<file path="src/rtl/dma_buffer_reader_pkg.sv">
// dma_buffer_reader_pkg
//   Shared types and width helpers for the DMA buffer read initiator.
//   state_t    : reader FSM states
//   addr_width : address width for a given buffer depth (at least 1)
//   len_width  : burst-length width, wide enough to hold the full depth
package dma_buffer_reader_pkg;

   typedef enum logic [1:0] {
      IDLE  = 2'd0,
      READ  = 2'd1,
      DRAIN = 2'd2
   } state_t;

   function automatic int addr_width(input int entries);
      return (entries > 2) ? $clog2(entries) : 1;
   endfunction

   function automatic int len_width(input int entries);
      return addr_width(entries) + 1;
   endfunction

endpackage

</file>
<file path="src/rtl/dma_buffer_reader_fifo.sv">
// stream_fifo2
//   Two-entry registered FIFO that decouples RAM read data from the
//   downstream handshake.
//   clock, reset : clock, async active-high reset
//   push         : write pushData this cycle
//   pop          : drop the head entry this cycle
//   pushData     : incoming word
//   headData     : oldest stored word
//   full, empty  : occupancy flags
//   count        : number of stored words (0..2)
// The caller never pushes into a full FIFO unless it pops in the same
// cycle, and never pops an empty one.
module stream_fifo2 #(
   parameter int width = 32
) (
   input  logic             clock,
   input  logic             reset,
   input  logic             push,
   input  logic             pop,
   input  logic [width-1:0] pushData,
   output logic [width-1:0] headData,
   output logic             full,
   output logic             empty,
   output logic [1:0]       count
);

   logic [width-1:0] mem [2];
   logic             wr_ptr;
   logic             rd_ptr;

   always_ff @(posedge clock or posedge reset) begin
      if (reset) begin
         mem[0] <= '0;
         mem[1] <= '0;
         wr_ptr <= 1'b0;
         rd_ptr <= 1'b0;
         count  <= 2'd0;
      end else begin
         if (push) begin
            mem[wr_ptr] <= pushData;
            wr_ptr      <= ~wr_ptr;
         end
         if (pop) begin
            rd_ptr <= ~rd_ptr;
         end
         case ({push, pop})
            2'b10:   count <= count + 2'd1;
            2'b01:   count <= count - 2'd1;
            default: count <= count;
         endcase
      end
   end

   assign headData = mem[rd_ptr];
   assign full     = (count == 2'd2);
   assign empty    = (count == 2'd0);

endmodule

</file>
<file path="src/rtl/dma_buffer_reader.sv">
// dma_buffer_reader
//   Issues sequential reads on one port of the DMA buffer RAM and delivers
//   the words as a valid/ready stream. Addresses wrap modulo the depth.
//   clock, reset     : clock, async active-high reset
//   start            : command pulse, taken only while idle
//   startAddress     : first entry to read
//   burstLength      : number of words (0..nrOfEntries)
//   busy, done       : burst in progress / one-cycle completion pulse
//   memAddress       : RAM read address
//   memWriteEnable   : always 0
//   memDataIn        : RAM read data, one cycle after the address
//   streamData/Valid : output word and its valid flag
//   streamReady      : downstream accept
//
// state | meaning
// IDLE  | waiting for start; done is high here for one cycle after a burst
// READ  | issuing reads, at most two words outstanding ahead of the stream
// DRAIN | all reads issued, waiting for the last word to be accepted
module dma_buffer_reader
   import dma_buffer_reader_pkg::*;
#(
   parameter  int bitwidth    = 32,
   parameter  int nrOfEntries = 512,
   localparam int AW          = addr_width(nrOfEntries),
   localparam int LW          = len_width(nrOfEntries)
) (
   input  logic                clock,
   input  logic                reset,
   input  logic                start,
   input  logic [AW-1:0]       startAddress,
   input  logic [LW-1:0]       burstLength,
   output logic                busy,
   output logic                done,
   output logic [AW-1:0]       memAddress,
   output logic                memWriteEnable,
   input  logic [bitwidth-1:0] memDataIn,
   output logic [bitwidth-1:0] streamData,
   output logic                streamValid,
   input  logic                streamReady
);

   state_t        state;
   state_t        state_nxt;
   logic [AW-1:0] addr;
   logic [AW-1:0] addr_inc;
   logic [LW-1:0] issue_cnt;
   logic [LW-1:0] out_cnt;
   logic          in_flight;
   logic          issue;
   logic          load;
   logic          done_nxt;
   logic          pop;
   logic          push;
   logic          fifo_full;
   logic          fifo_empty;
   logic [1:0]    fifo_count;
   logic [2:0]    occupancy;

   assign pop       = streamValid & streamReady;
   // A pushed word never finds the FIFO full unless the head leaves
   // in the same cycle; the issue gate below keeps it that way.
   assign push      = in_flight & (~fifo_full | pop);
   assign occupancy = {1'b0, fifo_count} + {2'b00, in_flight};
   assign addr_inc  = (addr == AW'(nrOfEntries - 1)) ? '0 : addr + AW'(1);

   always_ff @(posedge clock or posedge reset) begin
      if (reset) begin
         state <= IDLE;
      end else begin
         state <= state_nxt;
      end
   end

   always_comb begin
      state_nxt = state;
      issue     = 1'b0;
      load      = 1'b0;
      done_nxt  = 1'b0;
      case (state)
         IDLE: begin
            if (start) begin
               if (burstLength != '0) begin
                  load      = 1'b1;
                  state_nxt = READ;
               end else begin
                  done_nxt = 1'b1;
               end
            end
         end
         READ: begin
            // words held or in flight after this cycle's pop must stay below 2
            issue = (occupancy < (3'd2 + {2'b00, pop}));
            if (issue && (issue_cnt == LW'(1))) begin
               state_nxt = DRAIN;
            end
         end
         DRAIN: begin
            if (pop && (out_cnt == LW'(1))) begin
               state_nxt = IDLE;
               done_nxt  = 1'b1;
            end
         end
         default: state_nxt = IDLE;
      endcase
   end

   always_ff @(posedge clock or posedge reset) begin
      if (reset) begin
         addr      <= '0;
         issue_cnt <= '0;
         out_cnt   <= '0;
         in_flight <= 1'b0;
         done      <= 1'b0;
      end else begin
         done      <= done_nxt;
         in_flight <= issue;
         if (load) begin
            addr      <= startAddress;
            issue_cnt <= burstLength;
            out_cnt   <= burstLength;
         end else begin
            if (issue) begin
               addr      <= addr_inc;
               issue_cnt <= issue_cnt - LW'(1);
            end
            if (pop) begin
               out_cnt <= out_cnt - LW'(1);
            end
         end
      end
   end

   stream_fifo2 #(
      .width (bitwidth)
   ) u_fifo (
      .clock    (clock),
      .reset    (reset),
      .push     (push),
      .pop      (pop),
      .pushData (memDataIn),
      .headData (streamData),
      .full     (fifo_full),
      .empty    (fifo_empty),
      .count    (fifo_count)
   );

   assign streamValid    = ~fifo_empty;
   assign busy           = (state != IDLE);
   assign memAddress     = addr;
   assign memWriteEnable = 1'b0;

endmodule

</file>
<file path="config.mk">
export PLATFORM = sky130hd
export DESIGN_NAME = dma_buffer_reader
export DESIGN_NICKNAME = d
export VERILOG_FILES = /design/src/rtl/dma_buffer_reader_pkg.sv /design/src/rtl/dma_buffer_reader_fifo.sv /design/src/rtl/dma_buffer_reader.sv
export SDC_FILE = /design/constraint.sdc
export NUM_CORES = 1
export LEC_CHECK = 0
export ABC_AREA = 1
export BUFFER_PORTS_ARGS = -buffer_cell sky130_fd_sc_hd__buf_2
export CORE_ASPECT_RATIO = 1.2
export CORE_UTILIZATION = 50
export CTS_BUF_LIST = sky130_fd_sc_hd__clkbuf_4 sky130_fd_sc_hd__clkbuf_8
export DETAILED_ROUTE_END_ITERATION = 10
export PLACE_DENSITY = 0.73
export SKIP_LAST_GASP = 1
export SYNTH_ARGS = -nofsm -noshare
export SYNTH_HDL_FRONTEND = slang
export SYNTH_SLANG_ARGS = --single-unit
</file>
<file path="constraint.sdc">
create_clock -name clock -period 3.5 [get_ports clock]
set_clock_uncertainty 0.1 [all_clocks]
set_input_delay 0.175 -clock clock [delete_from_list [all_inputs] [get_ports clock]]
set_output_delay 0.175 -clock clock [all_outputs]
set_load 0.01 [all_outputs]
</file>
# --- Yosys cells after proc, flatten, opt, wreduce, memory -nomap -nowiden ---
# Cells that the tools add are included.
# Widths: inputs -> output; s select.
totals:
  output_inout_bits: 45
  in_bits: 55
  ff_bits: 101
  word_cells: 81
op_classes:
  n_mux: 27
  n_eq_ne: 12
  order_cmp: 4
  add_sub_neg: 7
  reduce_logical: 11
  bitwise: 9
ops:
  columns: ["operator", "n"]
  rows:
  - ["$mux 32", 4]
  - ["$bwmux 64", 1]
  - ["$mux 10", 4]
  - ["$demux 32 s1", 1]
  - ["$mux 9", 3]
  - ["$eq 10x1->1 const B", 2]
  - ["$sub 10x1->10 const B", 2]
  - ["$reduce_bool 10->1", 1]
  - ["$add 9x1->9 const B", 1]
  - ["$eq 9x9->1 const B", 1]
  - ["$mux 2", 4]
  - ["$ne 2x2->1 const B", 4]
  - ["$reduce_bool 2->1", 4]
  - ["$mux 1", 7]
  - ["$eq 2x2->1 const B", 3]
  - ["$pmux 2 s3", 1]
  - ["$eq 2x1->1 const B", 2]
  - ["$ge 2x2->1 const B", 2]
  - ["$logic_not 2->1", 2]
  - ["$not 1->1", 4]
  - ["$not 1->2", 2]
  - ["$pmux 2 s2", 1]
  - ["$reduce_and 4->1", 1]
  - ["$add 2x1->3", 1]
  - ["other kinds (9)", 12]

# --- Depth between registers and ports, before layout ---
# Gate-level depths: netlist of run 1.
depth:
  ltp_word: 8
  mapped_depth: 11
  depth_no_buf: 11

# --- Modules after synthesis ---
# Synthesis of run 1 repeated with hierarchy kept, for this count alone.
unflattened:
  hier_cells: 706
  hier_area_um2: 5416.4
by_module_without_submodules:
  columns: ["mod", "cells_each", "seq_area_each_um2", "n_inst", "area_each_um2"]
  rows:
  - ["stream_fifo2", 365, 1701.6, 1, 3098.0]
  - ["dma_buffer_reader", 341, 825.8, 1, 2318.5]

# --- Least setup slack after synthesis of run 1 ---
# OpenSTA, ideal clock, no wires.
synth_path:
  path_type: "register to register"
  from: "register u_fifo.count[0]"
  to: "register issue_cnt[2]"
  stages_incl_launch_ff: 10
  required_time_ps: 3274
  period_less_slack_ps: 1775
  arrival_time_ps: 1549
  setup_time_ps: 126
  n_path_buf: 1
  setup_slack_ps: 1725
  path_cell_list: "dfrtp_1 > ha_1 > ha_1 > nand2_1 > nand3_2 > nand2_2 > inv_2 > buf_6 > nand2_1 > nand3_1"
synth_between:
  elab_chain_len: 7
  word_cells_on_any_way: 8
  cone_classes: "2 x add/sub; 1 x order compare; 1 x mux; 2 x bitwise; 2 x reduce/logical"
synth_rtl:
  columns: ["element", "line_no", "source"]
  rows:
  - ["start, declared", "dma_buffer_reader_fifo.sv:24", "output logic [1:0] count"]
  - ["start signal, assigned", "dma_buffer_reader_fifo.sv:47", "2'b10: count <= count + 2'd1;"]
  - ["start signal, assigned", "dma_buffer_reader_fifo.sv:48", "2'b01: count <= count - 2'd1;"]
  - ["start signal, assigned", "dma_buffer_reader_fifo.sv:49", "default: count <= count;"]
  - ["$logic_not 2->1", "dma_buffer_reader_fifo.sv:56", "assign empty = (count == 2'd0);"]
  - ["$not 1->1", "dma_buffer_reader.sv:147", "assign streamValid = ~fifo_empty;"]
  - ["$and 1x1->1", "dma_buffer_reader.sv:59", "assign pop = streamValid & streamReady;"]
  - ["$add 2x1->3", "dma_buffer_reader.sv:92", "issue = (occupancy < (3'd2 + {2'b00, pop}));"]
  - ["$lt 3x3->1 *", "dma_buffer_reader.sv:92", null]
  - ["$mux 1 *", "dma_buffer_reader.sv:79", "case (state)"]
  - ["$reduce_bool 2->1 (no source line) *", null, null]
  - ["end signal, assigned", "dma_buffer_reader.sv:119", "issue_cnt <= burstLength;"]
  - ["end signal, assigned", "dma_buffer_reader.sv:124", "issue_cnt <= issue_cnt - LW'(1);"]
  - ["end, declared", "dma_buffer_reader.sv:46", "logic [LW-1:0] issue_cnt;"]
# Every way passes the cells marked *; elsewhere a longest branch is shown, timed or not.
# A chain may end at the register's enable or synchronous reset.

# --- Final worst setup path of run 1 ---
layout_path:
  from: "input port burstLength[4]"
  to: "register issue_cnt[3]"
layout_between:
  elab_chain_len: 5
  word_cells_on_any_way: 6
  cone_classes: "4 x mux; 2 x reduce/logical"
layout_rtl:
  columns: ["element", "line_no", "source"]
  rows:
  - ["start, declared", "dma_buffer_reader.sv:31", "input logic [LW-1:0] burstLength,"]
  - ["$reduce_bool 10->1 *", "dma_buffer_reader.sv:82", "if (burstLength != '0) begin"]
  - ["$mux 1 *", "dma_buffer_reader.sv:82", null]
  - ["$mux 1 *", "dma_buffer_reader.sv:81", "if (start) begin"]
  - ["$mux 1 *", "dma_buffer_reader.sv:79", null]
  - ["$mux 10 or $reduce_bool 2->1 (tied branches)", null, null]
# Marked as above.

==> impl_metrics.yaml, run 1 <==
outcome:
  status: "complete, no violations"
logic_synthesis:
  yosys_warnings: 0
  syn_inst: 620
  synth_nets: 684
  synth_area_um2: 5260
  yosysUniqueCellTypes: 31
  ys_ff_latch: 101
  syn_area_per_cell_um2: 8.48
  yosysSeqAreaShare_pct: 48.1
clock_network:
  tritoncts: "yes"
  path_clk_slew_ns: 0.10
  clock_path_buffers: 2
  clkSinkCount: 101
  insertion_delay_ns: 0.37
  cts-htree-levels: 3
  root_buffer: "clkbuf_8"
  cts_setup_buffers: 0
  cts_made_buffers: 9
drt:
  drtAntennaViolNets: 0
  vias_per_cell: 5.04
  wl_um: 11800
  drt-initial-drc-count: 222
  wl_per_cell_um: 13.2
  drc_errors: 0
  num_vias: 4490
  drt_first_pass_iters: 4
floorplanning:
  io_pins: 100
  die_x_um: 95.6
  coreArea_um2: 10100
  die_area_um2: 10900
  die_y_um: 114
  row_count: 40
  start_util_pct: 52.0
sta:
  rsz0062_at_grt: "false"
  tightest_slew_ns: 1.02
  report.final.slew_viol_count: 0
  tns_ns: 0
  setup_violations: 0
  hold_viol: 0
  post-route-period-util_pct: 66.9
  slew_headroom_pct: 31.9
  max_freq_ghz: 0.427
  post-route-min-period_ns: 2.34
global_routing:
  overflow: 0
  antenna_found_initial: 0
  grt_pass1_vias: 4378
  grt_usage_pct: 23.0
  grt_pass1_wl_um: 19600
  grt_max_degree: 65
critical_path:
  r2r_slack_ns: 1.22
  cp.arrival_ns: 2.54
  end_kind: "flop"
  cp.required_ns: 3.70
  critPathSlowestCell: "o21ai_2"
  crit_buf_inv: 3
  cp_top_family: "buffers and inverters"
  worstPathCellList: "dlygate4sd3_1, buf_2, nor2_1, nand3_1, o21ai_2, nand2_2, inv_2, nand2_1, nand3_1"
  cp-start-kind: "input port"
  path_max_fanout: 18
  critPathMaxStageDelay_ns: 0.62
  worstSetupPathType: "input port to flop"
  crit_path_frequent_cell: "nand3_1"
final_layout:
  layout-drive-gt1-share_pct: 25.9
  layout.nets: 824
  syn2layout_area_growth_pct: 24.0
  final_cells: 891
  n_antenna_cell: 0
hold_path:
  min_path_type: "input port to flop"
pwr:
  max-vdd-ir-drop_uv: 600
  powerDensity_nw_per_um2: 916
  p_leak_nw: 3.43
placement:
  portBuffers: 98
  gp_congestion: 0.864
  place_hpwl_um: 7980
  place_inst: 827
flow_run:
  max-cap-violations: 0
registers in the layout, indices dropped and copies added, names as in the netlist:
name / cells
done: 1
issue_cnt: 10
out_cnt: 10
u_fifo.wr_ptr: 1
in_flight: 1
memAddress: 9
u_fifo.rd_ptr: 1
state: 2
u_fifo.mem: 64
u_fifo.count: 2
path summary, 6_finish.rpt:
kind / start / to / depth (start not counted)
max: burstLength[4] / issue_cnt[3] / 9
min: burstLength[9] / out_cnt[9] / 3
max reg2reg: u_fifo.count[0] / u_fifo.mem[24] / 6
min reg2reg: u_fifo.mem[30] / u_fifo.mem[30] / 2
max in group asynchronous: reset / u_fifo.mem[3] / 4
min in group asynchronous: reset / u_fifo.mem[59] / 3
report_power, final:
part | leakage, nW | internal (mW) | switching (mW) | total [mW]
clock | 0.102 | 0.405 | 0.409 | 0.814
sequential | 1.26 | 1.73 | 0.419 | 2.15
combinational | 2.07 | 1.25 | 1.76 | 3.00
total | 3.43 | 3.39 | 2.58 | 5.97
cells in the mapped netlist:
| library cell | count | area share (%) |
|---|---|---|
| a21oi_1 | 3 | 0.29 |
| o21ai_1 | 9 | 0.86 |
| ha_1 | 9 | 2.1 |
| nand4_1 | 2 | 0.24 |
| nand2_2 | 12 | 1.4 |
| o21bai_1 | 1 | 0.14 |
| xnor2_1 | 3 | 0.50 |
| buf_4 | 1 | 0.14 |
| nor3_1 | 4 | 0.38 |
| o21ai_2 | 24 | 4.0 |
| conb_1 | 1 | 0.071 |
| o31ai_1 | 1 | 0.14 |
| nor2_2 | 1 | 0.12 |
| mux2_2 | 32 | 6.9 |
| or2_2 | 1 | 0.12 |
| nand2_4 | 2 | 0.43 |
| nor2_1 | 42 | 3.0 |
| clkbuf_1 | 10 | 0.71 |
| or2_1 | 1 | 0.12 |
| o21ai_0 | 42 | 4.0 |
| buf_2 | 4 | 0.38 |
| clkinv_1 | 1 | 0.071 |
| nand2_1 | 168 | 12 |
| nand3_1 | 48 | 4.6 |
| nand3b_1 | 1 | 0.14 |
| xor2_1 | 9 | 1.5 |
| inv_1 | 75 | 5.4 |
| dfrtp_1 | 101 | 48 |
| nand3_2 | 3 | 0.57 |
| inv_2 | 2 | 0.14 |
| buf_6 | 7 | 1.5 |
kinds of logic (layout without fill, tap and decap cells):
kind of cell	Yosys count	count (layout)	synth area share (%)
other	1	1	0.0713
AND/OR/NAND/NOR	285	285	23.1
XOR/XNOR	12	12	2.00
AO/OA/AOI/OAI	80	80	9.43
buffers and inverters	100	245	8.31
adder cells (fa/ha/maj)	9	9	2.14
flip-flops	101	101	48.1
multiplexers	32	32	6.86
tightest hold or removal path, stage by stage:
cell	delay, ns
buf_2	0.10
nand2_1	0.09
nand3_1	0.09
layer usage:
layer  vias up  global-route usage (%)  part of all wire, %
met5         -                       0                    0
met4         0                    7.26                  1.3
met3        12                    5.18                  5.4
met2       126                    39.0                   50
met1      2114                    28.9                   44
li1       2238                       -                    -
metrics by stage:
stage                     hold WS (ns)  utilization (%)  worst slack [ns]  cell area (µm²)  power (mW)
after global routing            0.0237             64.5             0.877             6520        6.51
after CTS                      0.00206             64.5              1.16             6520        6.00
after detailed placement         0.146             57.5              1.18             5810        5.13
after global placement           0.140             57.5              1.36             5810        5.00
after floorplan                  0.208                -             0.578             5260        4.36
final                           0.0105             64.5              1.16             6520        5.97
cell usage in the layout (no fill, tap or decap), types with 4 or more instances in the layout:
master / n
inv_1: 74
xor2_1: 9
nor3_1: 4
buf_4: 4
clkbuf_8: 9
nand2_1: 168
nand3_1: 48
nor2_1: 42
mux2_2: 32
o21ai_1: 9
o21ai_2: 24
nand2_2: 12
dlygate4sd3_1: 48
dfrtp_1: 101
o21ai_0: 42
buf_2: 98
ha_1: 9
final cells by class:
class | count | area [µm²]
clock buffers | 9 | 124
inverters | 78 | 295
well taps | 126 | 158
repair buffers | 151 | 1020
multi-input cells | 419 | 2290
flip-flops and latches | 101 | 2530
fillers | 852 | 3590
clock inverters | 7 | 100
what timing repair did:
item / CTS / global route
hold endpoints to repair: 118 / 0
hold buffers: 48 / 0
gates resized for setup: 0 / 0
Power figures use the tool's default switching activity.
==> run 2: changes to the inputs <==
clock period = 2.3 ns   (was 3.5 ns; I/O delays follow)
==> run 2 against run 1 <==
  * Die area unchanged
  * Combinational power grew 57%
  * Non-clock buffer count is 11 higher
  * Via count rose by 0.82%
  * Register-to-register slack worse by 0.87 ns
  * Cell count up 1.2%
==> impl_metrics.yaml, run 2 (same netlist as run 1, synthesis figures left out) <==
final_layout:
  layout-drive-gt1-share_pct: 26.3
  top_register: "u_fifo.mem"
  reg_top3: "u_fifo.mem x64, issue_cnt x10, out_cnt x10"
  largest_register_ffs: 64
  finalInstanceArea_um2: 6590
  most-common-layout-cells: "nand2_1 (168), dfrtp_1 (101), buf_2 (98), inv_1 (74), dlygate4sd3_1 (53)"
  final_util_pct: 65.1
  fill_cells: 864
  n_antenna_cell: 0
  syn2layout_area_growth_pct: 25.3
  final_cells: 902
  multi_input_area_um2: 2290
  layout.nets: 835
  regArea_um2: 2530
  final_common_cell: "nand2_1"
drt:
  drc_errors: 0
  vias_per_cell: 5.02
  drtAntennaViolNets: 0
  drt-initial-drc-count: 233
  drt_first_pass_iters: 5
  wl_per_cell_um: 13.5
  wl_um: 12100
  num_vias: 4527
pwr:
  p_int_mw: 5.00
  max-vdd-ir-drop_uv: 942
  p_leak_nw: 3.47
  switching_power_mw: 3.99
  power_mw: 9.00
  powerDensity_nw_per_um2: 1370
  sw_frac_of_total_pct: 44.4
  p_clk_share_pct: 11.9
  combPwrFrac_pct: 52.2
  seq_power_share_pct: 35.9
clock_network:
  clock_path_buffers: 2
  tritoncts: "yes"
  cts_resized: 0
  clkSinkCount: 101
  path_clk_slew_ns: 0.10
  root_buffer: "clkbuf_8"
  insertion_delay_ns: 0.37
  cts_made_buffers: 9
  cts-htree-levels: 3
sta:
  fin_ws_ns: 0.317
  rsz0062_at_grt: "false"
  max_freq_ghz: 0.504
  post-route-min-period_ns: 1.98
  slew_headroom_pct: 48.9
  hold_viol: 0
  whs_ns: 0.0251
  tightest_slew_ns: 0.767
  post-route-period-util_pct: 86.2
  report.final.slew_viol_count: 0
  tns_ns: 0
  setup_violations: 0
global_routing:
  antenna_found_initial: 0
  overflow: 0
  grt_pass1_wl_um: 19800
  grt_usage_pct: 23.3
  grt_pass1_vias: 4416
  grt_max_degree: 42
critical_path:
  end_kind: "flop"
  r2r-start: "memAddress[0]"
  path_max_fanout: 18
  cp.required_ns: 2.51
  r2r_cells: 11
  worstReg2RegEnd: "memAddress[1]"
  r2r_slack_ns: 0.35
  cp.arrival_ns: 2.19
  worstSetupPathType: "input port to flop"
  cp-start-kind: "input port"
hold_path:
  hold_path_depth: 5
  hold_start: "start"
  min_to: "state[1]"
  min_path_type: "input port to flop"
floorplanning:
  row_count: 40
  coreArea_um2: 10100
  die_y_um: 114
  start_util_pct: 52.0
  die_area_um2: 10900
  die_x_um: 95.6
  io_pins: 100
placement:
  gp_congestion: 0.886
  portBuffers: 98
  pre_cts_slack_ns: 0.388
  placed_area_um2: 5870
  place_inst: 833
  place_hpwl_um: 8100
outcome:
  status: "complete, no violations"
flow_run:
  max-cap-violations: 0
## run 2: changes by cell type in the layout (fill, tap and decap cells not counted), sizes merged
cell	delta
buf	+6
bufinv	-2
clkinv	+3
clkinvlp	-2
dlygate4sd3	+5
inv	+1
## run 2: how the worst max path moves through the flow
| stage | end | slack, ns | startpoint | cells past startpoint |
|---|---|---|---|---|
| floorplan | issue_cnt[2] | 0.53 | u_fifo.count[0] | 9 |
| global placement | issue_cnt[3] | 0.45 | u_fifo.count[0] | 7 |
| detailed placement | issue_cnt[3] | 0.39 | u_fifo.count[0] | 7 |
| CTS | issue_cnt[3] | 0.32 | burstLength[4] | 9 |
| global route | memAddress[3] | 0.12 | burstLength[5] | 9 |
| finish | issue_cnt[4] | 0.32 | burstLength[4] | 9 |
## run 2: worst max-delay path, cell delays in order
cell	delay [ns]
dlygate4sd3_1	0.52
buf_2	0.13
nor2_1	0.14
nand3_1	0.13
o21ai_2	0.62
nand2_2	0.13
inv_2	0.24
nand2_1	0.08
nand3_1	0.08
## run 2: layout make-up
class	count	area share (%)
Inverter	78	4.50
Sequential cell	101	38.4
Tap cell	126	2.39
Clock inverter	7	0.912
Timing Repair Buffer	162	17.1
Multi-Input combinational cell	419	34.8
Clock buffer	9	1.88
## run 2: layer usage
| metal | track usage, % | up-vias | wire length (µm) |
|---|---|---|---|
| li1 | - | 2259 | - |
| met2 | 42.0 | 121 | 6220 |
| met4 | 7.66 | 0 | 183 |
| met1 | 28.1 | 2133 | 5170 |
| met3 | 3.32 | 14 | 563 |
| met5 | 0 | - | 0 |
## run 2: what timing repair did
item                                    4_1_cts  5_1_grt
endpoints found under the setup margin        0        0
setup buffers                                 0        0
hold buffers                                 53        0
hold endpoints to repair                    122        0
## run 2: power by group through the flow
stage	sequential, mW	clock (mW)	combinational [mW]
2_1_floorplan	3.12	0	3.50
3_3_place_gp	3.19	0	4.49
3_5_place_dp	3.24	0	4.63
4_1_cts	3.21	1.10	4.72
5_1_grt	3.33	1.16	5.32
6_report	3.23	1.07	4.70
==> run 3: changes to the inputs <==
CTS_CLUSTER_DIAMETER = 120   (was not set)
PLACE_DENSITY = not set   (was 0.73)
PLACE_DENSITY_LB_ADDON = 0.12   (was not set)
==> run 3 against run 2 <==
  * Power hardly changed
  * Wire length is 4.7% lower
  * Sequential cell count stayed put
  * Via count is 2.1% lower
  * First-iteration DRC count is 24% lower
  * Combinational power is 1% lower
  * Non-clock buffer count is 4 lower
  * Core utilization is 0.16 points higher
  * Critical endpoint is now issue_cnt[3]
==> impl_metrics.yaml, run 3 (same netlist as run 1, synthesis figures left out) <==
critical_path:
  cp.arrival_ns: 2.24
  worstSetupPathType: "input port to flop"
  cp-start-kind: "input port"
  end_kind: "flop"
  cp.required_ns: 2.51
  path_max_fanout: 18
drt:
  num_vias: 4432
  wl_per_cell_um: 12.9
  drt_first_pass_iters: 4
  drc_errors: 0
  vias_per_cell: 4.94
  wl_um: 11600
  drtAntennaViolNets: 0
  drt-initial-drc-count: 176
placement:
  gp_congestion: 0.843
  portBuffers: 98
  place_hpwl_um: 7890
clock_network:
  clkSinkCount: 101
  cts-htree-levels: 3
  insertion_delay_ns: 0.36
  path_clk_slew_ns: 0.10
  clock_path_buffers: 2
  cts_made_buffers: 9
  root_buffer: "clkbuf_8"
  tritoncts: "yes"
sta:
  hold_viol: 0
  rsz0062_at_grt: "false"
  post-route-period-util_pct: 88.4
  tns_ns: 0
  post-route-min-period_ns: 2.03
  setup_violations: 0
  slew_headroom_pct: 47.0
  report.final.slew_viol_count: 0
  tightest_slew_ns: 0.794
  max_freq_ghz: 0.492
final_layout:
  layout.nets: 831
  syn2layout_area_growth_pct: 25.6
  final_common_cell: "nand2_1"
  fill_cells: 867
  largest_register_ffs: 64
  most-common-layout-cells: "nand2_1 (168), dfrtp_1 (101), buf_2 (98), inv_1 (74), dlygate4sd3_1 (53)"
  reg_top3: "u_fifo.mem x64, issue_cnt x10, out_cnt x10"
  layout-drive-gt1-share_pct: 25.9
  top_register: "u_fifo.mem"
  n_antenna_cell: 0
floorplanning:
  coreArea_um2: 10100
  die_x_um: 95.6
  start_util_pct: 52.0
  die_y_um: 114
  die_area_um2: 10900
  io_pins: 100
  row_count: 40
outcome:
  status: "complete, no violations"
pwr:
  p_int_mw: 5.09
  sw_frac_of_total_pct: 43.4
  p_clk_share_pct: 12.6
  power_mw: 8.99
  p_leak_nw: 3.47
  combPwrFrac_pct: 51.6
  powerDensity_nw_per_um2: 1360
  seq_power_share_pct: 35.8
  max-vdd-ir-drop_uv: 694
  switching_power_mw: 3.90
global_routing:
  grtUsageMet2_pct: 40.4
  grt_pass1_vias: 4305
  grtUsageMet3_pct: 2.59
  grt_max_degree: 66
  grt_usage_pct: 22.3
  grt_pass1_wl_um: 19000
  overflow: 0
  antenna_found_initial: 0
  gr-usage-met1_pct: 26.7
  top_usage_layer: "met2"
hold_path:
  min_path_type: "input port to flop"
flow_run:
  max-cap-violations: 0
## run 3: path summary, 6_finish.rpt
kind                                  endpoint            from  cells after the start  slack, ns
worst min register to register  u_fifo.mem[17]  u_fifo.mem[17]                      2       0.39
worst max register to register      out_cnt[2]        state[0]                      8       0.29
worst min-delay path                  state[1]           start                      5       0.03
min in group asynchronous       u_fifo.mem[61]           reset                      3       0.33
worst max-delay path              issue_cnt[3]  burstLength[4]                      9       0.27
max in group asynchronous        u_fifo.mem[5]           reset                      4       1.11
## run 3: timing repair
item / in CTS / in global routing
endpoints found under the hold margin: 127 / 0
setup endpoints to repair: 0 / 14
buffers inserted: 0 / 0
resized for setup: 0 / 1
hold buffers: 53 / 0
## run 3: final cells by class
class                      count  area (µm²)  area share [%]
clock inverter                 7        73.8            1.12
inverter                      78         297            4.49
multi-input combinational    419        2300            34.8
timing repair buffer         158        1120            17.0
clock buffer                   9         124            1.88
tap                          126         158            2.39
sequential                   101        2530            38.3
## run 3: worst max-delay path: stages
cell and delay (ns):
dlygate4sd3_1 0.55, buf_2 0.13, nor2_1 0.17, nand3_1 0.17, o21ai_4 0.43, nand2_2 0.23
inv_2 0.27, nand2_1 0.09, nand3_1 0.07
## run 3: metrics by stage
step | worst slack [ns] | util (%) | cell area, µm² | hold WS, ns | instances
detailed placement | 0.271 | 58.0 | 5870 | 0.203 | 829
finish | 0.266 | 65.3 | 6600 | 0.0263 | 898
global placement | 0.368 | 58.0 | 5870 | 0.200 | 829
CTS | 0.117 | 65.2 | 6600 | 0.0110 | 898
floorplan | 0.525 | - | 5260 | 0.148 | 620
global route | 0.0990 | 65.3 | 6600 | 0.0854 | 898
## run 3: layer usage
| layer | part of all wire [%] | up-vias |
|---|---|---|
| met5 | 0 | - |
| met4 | 2.1 | 0 |
| met3 | 3.3 | 18 |
| met2 | 51 | 94 |
| met1 | 44 | 2064 |
| li1 | - | 2256 |
## run 3: power by group through the flow
stage | Combinational, mW | Clock [mW] | Sequential [mW]
2_1_floorplan | 3.50 | 0 | 3.12
3_3_place_gp | 4.49 | 0 | 3.19
3_5_place_dp | 4.59 | 0 | 3.24
4_1_cts | 4.68 | 1.17 | 3.21
5_1_grt | 5.25 | 1.23 | 3.33
6_report | 4.64 | 1.14 | 3.22
